`src/rtl/hdmi_pkg.sv`:
```
// Shared types and constants for the HDMI period scheduler: TMDS encoder modes,
// scheduler FSM states and the video-preamble/guard-band geometry.
package hdmi_pkg;

   typedef enum logic [1:0] {
      MODE_CTRL     = 2'd0,
      MODE_PREAMBLE = 2'd1,
      MODE_GUARD    = 2'd2,
      MODE_VIDEO    = 2'd3
   } tmds_mode_t;

   typedef enum logic [1:0] {
      IDLE,
      RUN,
      DRAIN
   } sched_state_t;

   localparam logic [3:0] CTL_VIDEO_PREAMBLE = 4'b0001;
   localparam int         PREAMBLE_LEN       = 8;
   localparam int         GUARD_LEN          = 2;

   // Inclusive range test on plain integers, so counter compares stay width-clean.
   function automatic logic in_range(input int val, input int lo, input int hi);
      return (val >= lo) && (val <= hi);
   endfunction

endpackage

```
`src/rtl/hdmi_timing_counter.sv`:
```
// Horizontal/vertical raster counters with synchronous load, advance and
// end-of-line / end-of-frame flags.
module hdmi_timing_counter #(
   parameter int H_TOTAL = 800,
   parameter int V_TOTAL = 525,
   parameter int H_WIDTH = $clog2(H_TOTAL),
   parameter int V_WIDTH = $clog2(V_TOTAL)
) (
   input  logic               clk,
   input  logic               reset,
   input  logic               load,
   input  logic               advance,
   input  logic [H_WIDTH-1:0] load_h,
   input  logic [V_WIDTH-1:0] load_v,
   output logic [H_WIDTH-1:0] h,
   output logic [V_WIDTH-1:0] v,
   output logic               line_end,
   output logic               frame_end
);

   assign line_end  = (h == H_WIDTH'(H_TOTAL - 1));
   assign frame_end = line_end && (v == V_WIDTH'(V_TOTAL - 1));

   // NOTE: state is updated with <= so every register samples pre-edge values;
   // blocking assignments here would make h/v order-dependent in simulation.
   always_ff @(posedge clk or posedge reset) begin
      if (reset) begin
         h <= '0;
         v <= '0;
      end else if (load) begin
         h <= load_h;
         v <= load_v;
      end else if (advance) begin
         if (line_end) begin
            h <= '0;
            v <= frame_end ? '0 : v + V_WIDTH'(1);
         end else begin
            h <= h + H_WIDTH'(1);
         end
      end
   end

endmodule

```
`src/rtl/hdmi_period_scheduler.sv`:
```
// Video timing generator and TMDS period scheduler (control / preamble / guard / video).
// Build option: define HDMI_DVI_ONLY_EN for plain DVI output (no preamble, no guard band).
module hdmi_period_scheduler
   import hdmi_pkg::*;
#(
   parameter int H_ACTIVE = 640,
   parameter int H_FP     = 16,
   parameter int H_SYNC   = 96,
   parameter int H_BP     = 48,
   parameter int V_ACTIVE = 480,
   parameter int V_FP     = 10,
   parameter int V_SYNC   = 2,
   parameter int V_BP     = 33,
   parameter bit HS_POL   = 1'b0,
   parameter bit VS_POL   = 1'b0
) (
   input  logic                        clk,
   input  logic                        reset,
   input  logic                        enable,
   output logic                        hsync,
   output logic                        vsync,
   output logic                        de,
   output logic [1:0]                  mode,
   output logic [3:0]                  ctl,
   output logic [$clog2(H_ACTIVE)-1:0] x,
   output logic [$clog2(V_ACTIVE)-1:0] y,
   output logic                        frame_start,
   output logic                        busy
);

   localparam int H_TOTAL = H_ACTIVE + H_FP + H_SYNC + H_BP;
   localparam int V_TOTAL = V_ACTIVE + V_FP + V_SYNC + V_BP;
   localparam int HW      = $clog2(H_TOTAL);
   localparam int VW      = $clog2(V_TOTAL);
   localparam int XW      = $clog2(H_ACTIVE);
   localparam int YW      = $clog2(V_ACTIVE);

   localparam int HS_START  = H_ACTIVE + H_FP;
   localparam int HS_END    = HS_START + H_SYNC - 1;
   localparam int VS_START  = V_ACTIVE + V_FP;
   localparam int VS_END    = VS_START + V_SYNC - 1;
   localparam int GB_START  = H_TOTAL - GUARD_LEN;
   localparam int PRE_START = GB_START - PREAMBLE_LEN;

`ifdef HDMI_DVI_ONLY_EN
   localparam bit DVI_ONLY = 1'b1;
   localparam int H_BP_MIN = 1;
`else
   localparam bit DVI_ONLY = 1'b0;
   localparam int H_BP_MIN = PREAMBLE_LEN + GUARD_LEN;
`endif

   // Preamble and guard band must fit entirely inside the horizontal back porch.
   if (H_BP < H_BP_MIN) begin : g_h_bp_too_small
      $error("hdmi_period_scheduler: H_BP=%0d is below the minimum of %0d", H_BP, H_BP_MIN);
   end

   sched_state_t  state;
   logic [HW-1:0] h;
   logic [VW-1:0] v;
   logic          line_end;
   logic          frame_end;
   logic          cnt_load;
   logic          cnt_advance;

   assign cnt_load    = (state == IDLE) && enable;
   assign cnt_advance = (state != IDLE);

   // A start always enters at the top of vertical blanking so the sink sees a full blank first.
   hdmi_timing_counter #(
      .H_TOTAL (H_TOTAL),
      .V_TOTAL (V_TOTAL),
      .H_WIDTH (HW),
      .V_WIDTH (VW)
   ) u_counter (
      .clk       (clk),
      .reset     (reset),
      .load      (cnt_load),
      .advance   (cnt_advance),
      .load_h    (HW'(H_ACTIVE)),
      .load_v    (VW'(V_ACTIVE)),
      .h         (h),
      .v         (v),
      .line_end  (line_end),
      .frame_end (frame_end)
   );

   int         h_i;
   int         v_i;
   int         v_next;
   logic       active;
   logic       next_active;
   tmds_mode_t mode_d;
   logic [3:0] ctl_d;
   logic       hs_d;
   logic       vs_d;
   logic       fs_d;
   logic [XW-1:0] x_d;
   logic [YW-1:0] y_d;

   // NOTE: every signal gets a default at the top of always_comb so no path
   // leaves it unassigned, which would otherwise infer a latch.
   always_comb begin
      h_i         = int'(h);
      v_i         = int'(v);
      v_next      = (v_i == V_TOTAL - 1) ? 0 : v_i + 1;
      active      = (h_i < H_ACTIVE) && (v_i < V_ACTIVE);
      next_active = (v_next < V_ACTIVE);
      mode_d      = MODE_CTRL;
      ctl_d       = 4'b0000;

      if (active) begin
         mode_d = MODE_VIDEO;
      end else if (!DVI_ONLY && next_active && in_range(h_i, PRE_START, GB_START - 1)) begin
         mode_d = MODE_PREAMBLE;
         ctl_d  = CTL_VIDEO_PREAMBLE;
      end else if (!DVI_ONLY && next_active && in_range(h_i, GB_START, H_TOTAL - 1)) begin
         mode_d = MODE_GUARD;
      end

      hs_d = in_range(h_i, HS_START, HS_END) ? HS_POL : ~HS_POL;
      vs_d = in_range(v_i, VS_START, VS_END) ? VS_POL : ~VS_POL;
      fs_d = active && (h_i == 0) && (v_i == 0);
      x_d  = active ? h[XW-1:0] : '0;
      y_d  = active ? v[YW-1:0] : '0;
   end

   // FSM and output registers share one block; outputs reflect the counter
   // values held before each edge, so they trail the counters by one cycle.
   always_ff @(posedge clk or posedge reset) begin
      if (reset) begin
         state       <= IDLE;
         hsync       <= ~HS_POL;
         vsync       <= ~VS_POL;
         de          <= 1'b0;
         mode        <= MODE_CTRL;
         ctl         <= 4'b0000;
         x           <= '0;
         y           <= '0;
         frame_start <= 1'b0;
         busy        <= 1'b0;
      end else begin
         case (state)
            IDLE:    if (enable) state <= RUN;
            RUN:     if (!enable) state <= DRAIN;
            DRAIN: begin
               if (enable)         state <= RUN;
               else if (frame_end) state <= IDLE;
            end
            default: state <= IDLE;
         endcase

         if (state == IDLE) begin
            hsync       <= ~HS_POL;
            vsync       <= ~VS_POL;
            de          <= 1'b0;
            mode        <= MODE_CTRL;
            ctl         <= 4'b0000;
            x           <= '0;
            y           <= '0;
            frame_start <= 1'b0;
            busy        <= 1'b0;
         end else begin
            hsync       <= hs_d;
            vsync       <= vs_d;
            de          <= active;
            mode        <= mode_d;
            ctl         <= ctl_d;
            x           <= x_d;
            y           <= y_d;
            frame_start <= fs_d;
            busy        <= 1'b1;
         end
      end
   end

endmodule

```
`config.mk`:
```
export PLATFORM = sky130hd
export DESIGN_NAME = hdmi_period_scheduler
export DESIGN_NICKNAME = d
export VERILOG_FILES = /design/src/rtl/hdmi_pkg.sv /design/src/rtl/hdmi_timing_counter.sv /design/src/rtl/hdmi_period_scheduler.sv
export SDC_FILE = /design/constraint.sdc
export NUM_CORES = 1
export LEC_CHECK = 0
export CORE_UTILIZATION = 45
export CTS_CLUSTER_DIAMETER = 40
export CTS_CLUSTER_SIZE = 20
export DETAILED_ROUTE_END_ITERATION = 10
export HOLD_SLACK_MARGIN = 0.02
export PLACE_DENSITY_LB_ADDON = 0.1
export SETUP_SLACK_MARGIN = 0.05
export SLEW_MARGIN = 10
export SYNTH_ARGS = -nofsm -noshare
export SYNTH_HDL_FRONTEND = slang
export SYNTH_SLANG_ARGS = --single-unit
export TNS_END_PERCENT = 30
```
`constraint.sdc`:
```
create_clock -name clk -period 2.2 [get_ports clk]
set_input_delay 0.44 -clock clk [delete_from_list [all_inputs] [get_ports clk]]
set_output_delay 0.44 -clock clk [all_outputs]
set_load 0.005 [all_outputs]
```
==> impl_metrics.json, run 1 <==
{
  "cts_tree": "yes",
  "dp_cells": 337,
  "grt.total_usage_pct": 19.4,
  "irDropWorstVdd_uv": 359,
  "clock_latency_ns": 0.30,
  "gp_congestion": 0.843,
  "synth_edf_count": 0,
  "sw_frac_of_total_pct": 27.2,
  "hp-class": "input pin to asynchronous set/reset pin",
  "p_int_mw": 1.37,
  "gr-total-overflow": 0,
  "setup_viol": 0,
  "nFillCells": 506,
  "finalMaxSlewViolations": 0,
  "dr.pass1.iters": 4,
  "synth-main-ff-cell": "dfrtp_1",
  "p_leak_nw": 1.22,
  "cts_hold_buf": 0,
  "io_buffers": 29,
  "synth-seq-cells": 49,
  "totalWireLength_microns": 5260,
  "die_area_sq_mm": 0.00597,
  "postCtsSetupRepairBufs": 0,
  "insertedDiodeCount": 0,
  "syn2layout_area_growth_pct": 16.2,
  "utilization_pct": 54.2,
  "clkTransAtPathRegs_ns": 0.08,
  "route.detailed.drc": 0,
  "cp-start-kind": "flop",
  "drive_above_1_share_pct": 10.3,
  "cts.path.max_buffers": 2,
  "syn_inst": 247,
  "critPathLaunch": "u_counter.h[0]",
  "period_needed_ns": 1.92,
  "regArea_sq_mm": 0.00123,
  "drv_cap": 0,
  "layout.nets": 281,
  "die_w_microns": 77.3,
  "period_share_pct": 87.3,
  "grt_pass1_vias": 1791,
  "start_util_pct": 46.6,
  "routedWlPerCell_microns": 15.2,
  "ctsHtreeMaxLevel": 2,
  "clockRootBuffer": "clkbuf_8",
  "ys_async_sr_fraction_pct": 100,
  "syn_area_sq_mm": 0.00255,
  "worstSetupPathType": "flop to flop",
  "power_mw": 1.88,
  "antenna_left": 0,
  "fin_skew_ns": 0.00435,
  "cts_inserted_buffers": 5,
  "power_frac_comb_pct": 11.7,
  "grt_pass1_wl_microns": 9000,
  "clockPowerShare_pct": 33.2,
  "die_y_microns": 77.3,
  "rsz0062_at_grt": "false",
  "rows": 27,
  "p_switching_mw": 0.511,
  "p_seq_share_pct": 55.0,
  "antenna_found_initial": 0,
  "setup_tns_ns": 0,
  "drt_iter0_drc": 108,
  "arrival_ns": 2.09,
  "fin_cells": 345,
  "seq_area_frac_synth_pct": 48.2,
  "postSynthAreaPerCell_sq_um": 10.3,
  "core_area_sq_mm": 0.00547,
  "via_count": 1901,
  "synth_cell_type_count": 58,
  "worstPathRequired_ns": 2.37,
  "multi_input_area_sq_mm": 0.00115,
  "dpl.hpwl_microns": 3650,
  "clock-sinks": 49,
  "vias_per_cell": 5.51,
  "grt_max_degree": 29,
  "critical_path.max_fanout": 15,
  "critPathCaptureType": "flop",
  "cts-resized-gates": 0,
  "io_pins": 33,
  "ys_warn_count": 0,
  "fmax_mhz": 521,
  "hold_violations": 0,
  "status": "finished, final reports clean",
  "p_per_area_mw_per_mm2": 633,
  "rr_startpoint": "u_counter.h[0]"
}
-- layout by cell type (no fill, tap or decap), types with 4 or more instances in the layout --
cell type and n:
o21ai_0 11, and4_1 5, buf_4 4, nor3_1 4, nand4_1 6, and2_1 12
and3_1 6, a31oi_1 5, nand2_1 20, a21boi_0 4, nand3_1 14, a211oi_1 4
dfrtp_1 47, nor2_1 16, inv_1 9, clkbuf_8 5, a21oi_1 4, clkdlybuf4s50_1 29
ha_1 6
-- final cells by class --
class                           count  area share [%]
Sequential cell                    49            41.4
Inverter                           13            1.65
Clock inverter                      2            1.18
Tap cell                           72            3.04
Clock buffer                        6            2.45
Multi-Input combinational cell    169            38.8
Timing Repair Buffer               34            11.5
-- path summary, 6_finish.rpt --
| path | end | slack, ns | cells after the start |
|---|---|---|---|
| worst max-delay path | u_counter.v[8] | 0.28 | 6 |
| worst min-delay path | x[5] | 0.46 | 2 |
| worst max register to register | u_counter.v[8] | 0.28 | 6 |
| worst min register to register | state[1] | 0.59 | 1 |
| max in group asynchronous | hsync | 1.16 | 3 |
| min in group clk | state[1] | 0.59 | 1 |
-- sequential cells by signal, indices dropped and copies added (netlist names) --
name         flops
frame_start      1
u_counter.v     10
x               10
u_counter.h     10
state            2
ctl              1
de               1
mode             2
y                9
busy             1
vsync            1
hsync            1
-- cells by family after synthesis --
group,share of synthesized area [%]
other,0.147
xor gates and xnor gates,1.37
buffers and inverters,7.06
adders and majority gates,2.94
and+or+nand+nor,25.2
AOI/OAI and AO/OA,14.4
DFF,48.2
muxes,0.785
-- metrics by stage --
stage               instance area [sq um]  hold WS, ns  setup slack (ns)
CTS                                  2970        0.464             0.275
finish                               2970        0.459             0.280
floorplan                            2560        0.512             0.485
detailed placement                   2860        0.575             0.301
global placement                     2860        0.574             0.358
global route                         2970        0.490             0.160
-- cells in the mapped netlist (2+ instances only) --
master / instances / area [sq um]
dfrtp_1: 47 / 1180
nand2_1: 20 / 75.1
nor2_1: 16 / 60.1
nand3_1: 14 / 70.1
and2_1: 12 / 75.1
o21ai_0: 11 / 55.1
inv_1: 10 / 37.5
buf_4: 7 / 52.6
and3_1: 6 / 37.5
buf_2: 6 / 30.0
ha_1: 6 / 75.1
nand4_1: 6 / 37.5
a31oi_1: 5 / 31.3
and4_1: 5 / 43.8
a211oi_1: 4 / 30.0
a21boi_0: 4 / 30.0
a21oi_1: 4 / 20.0
buf_6: 4 / 45.0
nor3_1: 4 / 20.0
nor4_1: 3 / 18.8
o31ai_1: 3 / 22.5
or4_1: 3 / 22.5
xor2_1: 3 / 26.3
dfstp_2: 2 / 52.6
inv_2: 2 / 7.51
mux2i_1: 2 / 20.0
nor3b_1: 2 / 15.0
nor4_4: 2 / 42.5
o2111ai_1: 2 / 17.5
o211ai_1: 2 / 15.0
o21ai_1: 2 / 10.0
o221ai_1: 2 / 17.5
-- power by group through the flow --
stage | Clock, mW | Combinational, mW | Sequential [mW]
2_1_floorplan | 0 | 0.229 | 0.991
3_3_place_gp | 0 | 0.219 | 1.05
3_5_place_dp | 0 | 0.221 | 1.05
4_1_cts | 0.648 | 0.222 | 1.03
5_1_grt | 0.684 | 0.247 | 1.04
6_report | 0.624 | 0.220 | 1.03
-- critical path: stages, from the launching register on --
cell and delay [ns]:
dfrtp_1 0.48, ha_1 0.33, nand4_4 0.16, nor4_4 0.27, buf_4 0.23, a21boi_0 0.19, o221ai_1 0.13
-- per-layer routing --
metal  GRT usage, %  vias up  part of all wire, %
met4           7.55        0                  1.4
li1               -      934                    -
met2           28.3       66                   45
met3           3.57        6                  5.6
met1           28.3      895                   48
met5              0        -                    0
Note: power is estimated with default switching activity, not from simulation.
==> run 2: changes to the inputs <==
CORE_UTILIZATION = 55   (was 45)
==> impl_metrics.json, run 2 (synthesized netlist as in run 1, its figures left out) <==
{
  "status": "finished, final reports clean",
  "finalMaxSlewViolations": 0,
  "worstSetupPathType": "flop to flop",
  "via_count": 1925,
  "largestRegisters": "u_counter.h: 10 flops, u_counter.v: 10 flops, x: 10 flops",
  "totalWireLength_microns": 5130,
  "route.detailed.drc": 0,
  "critPathCaptureType": "flop",
  "hold_violations": 0,
  "die_w_microns": 70.1,
  "period_share_pct": 86.5,
  "antenna_left": 0,
  "clkTransAtPathRegs_ns": 0.09,
  "clock-sinks": 49,
  "gr-total-overflow": 0,
  "p_per_area_mw_per_mm2": 647,
  "clockRootBuffer": "clkbuf_8",
  "arrival_ns": 2.08,
  "cts.path.max_buffers": 2,
  "grt_pass1_wl_microns": 8690,
  "rows": 24,
  "final_common_cell": "dfrtp_1",
  "antenna_found_initial": 0,
  "drv_cap": 0,
  "p_leak_nw": 1.22,
  "period_needed_ns": 1.90,
  "core_area_sq_mm": 0.00441,
  "syn2layout_area_growth_pct": 15.6,
  "hp-class": "input pin to asynchronous set/reset pin",
  "setup_viol": 0,
  "insertedDiodeCount": 0,
  "fmax_mhz": 526,
  "postCtsSetupRepairBufs": 0,
  "routedWlPerCell_microns": 15.8,
  "io_buffers": 29,
  "drt_iter0_drc": 197,
  "grt_max_degree": 30,
  "dpl.hpwl_microns": 3550,
  "start_util_pct": 57.8,
  "drt-met1-wl_microns": 2440,
  "top_layer": "met4",
  "dp_cells": 317,
  "io_pins": 33,
  "gp_congestion": 0.879,
  "cp-start-kind": "flop",
  "cts_tree": "yes",
  "dr.pass1.iters": 5,
  "dp_slack_ns": 0.332,
  "fin_cells": 325,
  "die_y_microns": 70.1,
  "cts-resized-gates": 0,
  "grt.total_usage_pct": 22.5,
  "critical_path.max_fanout": 15,
  "layout.nets": 281,
  "fin_skew_ns": 0.00690,
  "fin_ws_ns": 0.298,
  "dr_wl_met2_microns": 2310,
  "irDropWorstVdd_uv": 360,
  "grt_pass1_vias": 1774,
  "cts_inserted_buffers": 5,
  "die_area_sq_mm": 0.00491,
  "cts_hold_buf": 0,
  "vias_per_cell": 5.92,
  "rsz0062_at_grt": "false",
  "worstPathRequired_ns": 2.38,
  "ctsHtreeMaxLevel": 2,
  "setup_tns_ns": 0,
  "clock_latency_ns": 0.30,
  "layout_common_cells": "dfrtp_1, clkdlybuf4s50_1, nand2_1, nor2_1, nand3_1",
  "met3_length_microns": 321,
  "drive_above_1_share_pct": 10.3
}
run 2: cell types whose count changed in the layout (fill, tap and decap cells not counted), sizes merged:
cell / change
clkbuf: +1
clkinv: -1
run 2: critical path: stages (launching register included):
cell and delay [ns]:
dfrtp_1 0.49, ha_1 0.32, nand4_4 0.15, nor4_4 0.27, buf_4 0.22, a21boi_0 0.20, o221ai_1 0.13
run 2: where the power goes:
group          switching (mW)  total, mW  internal [mW]
Combinational           0.131      0.222         0.0905
Clock                   0.282      0.653          0.371
Sequential             0.0975       1.03          0.937
Total                   0.511       1.91           1.40
run 2: path summary, 6_finish.rpt:
check / startpoint / endpoint / slack (ns) / depth (start not counted)
worst min-delay path: reset / de / 0.46 / 2
worst max-delay path: u_counter.h[0] / u_counter.v[8] / 0.30 / 6
max in group asynchronous: reset / hsync / 1.18 / 3
min in group clk: state[0] / state[1] / 0.59 / 1
worst min register to register: state[0] / state[1] / 0.59 / 1
worst max register to register: u_counter.h[0] / u_counter.v[8] / 0.30 / 6
run 2: per-layer routing:
metal | GRT usage, % | up-vias
met5 | 0 | -
li1 | - | 938
met3 | 4.62 | 8
met1 | 32.5 | 905
met4 | 5.78 | 0
met2 | 34.8 | 74
run 2: per-stage QoR:
step,hold slack [ns],instance area [sq um],util (%),total power [mW]
4_1_cts,0.472,2950,66.8,1.92
5_1_grt,0.514,2950,66.8,2.00
3_3_place_gp,0.575,2830,64.2,1.26
3_5_place_dp,0.572,2830,64.2,1.27
2_1_floorplan,0.512,2560,-,1.22
6_report,0.458,2950,66.8,1.91
run 2: cell type report:
| class | count | area, sq um |
|---|---|---|
| flip-flops and latches | 49 | 1230 |
| clock buffers | 7 | 86.3 |
| well taps | 52 | 65.1 |
| fillers | 364 | 1470 |
| inverters | 13 | 48.8 |
| clock inverters | 1 | 30.0 |
| multi-input cells | 169 | 1150 |
| repair buffers | 34 | 340 |
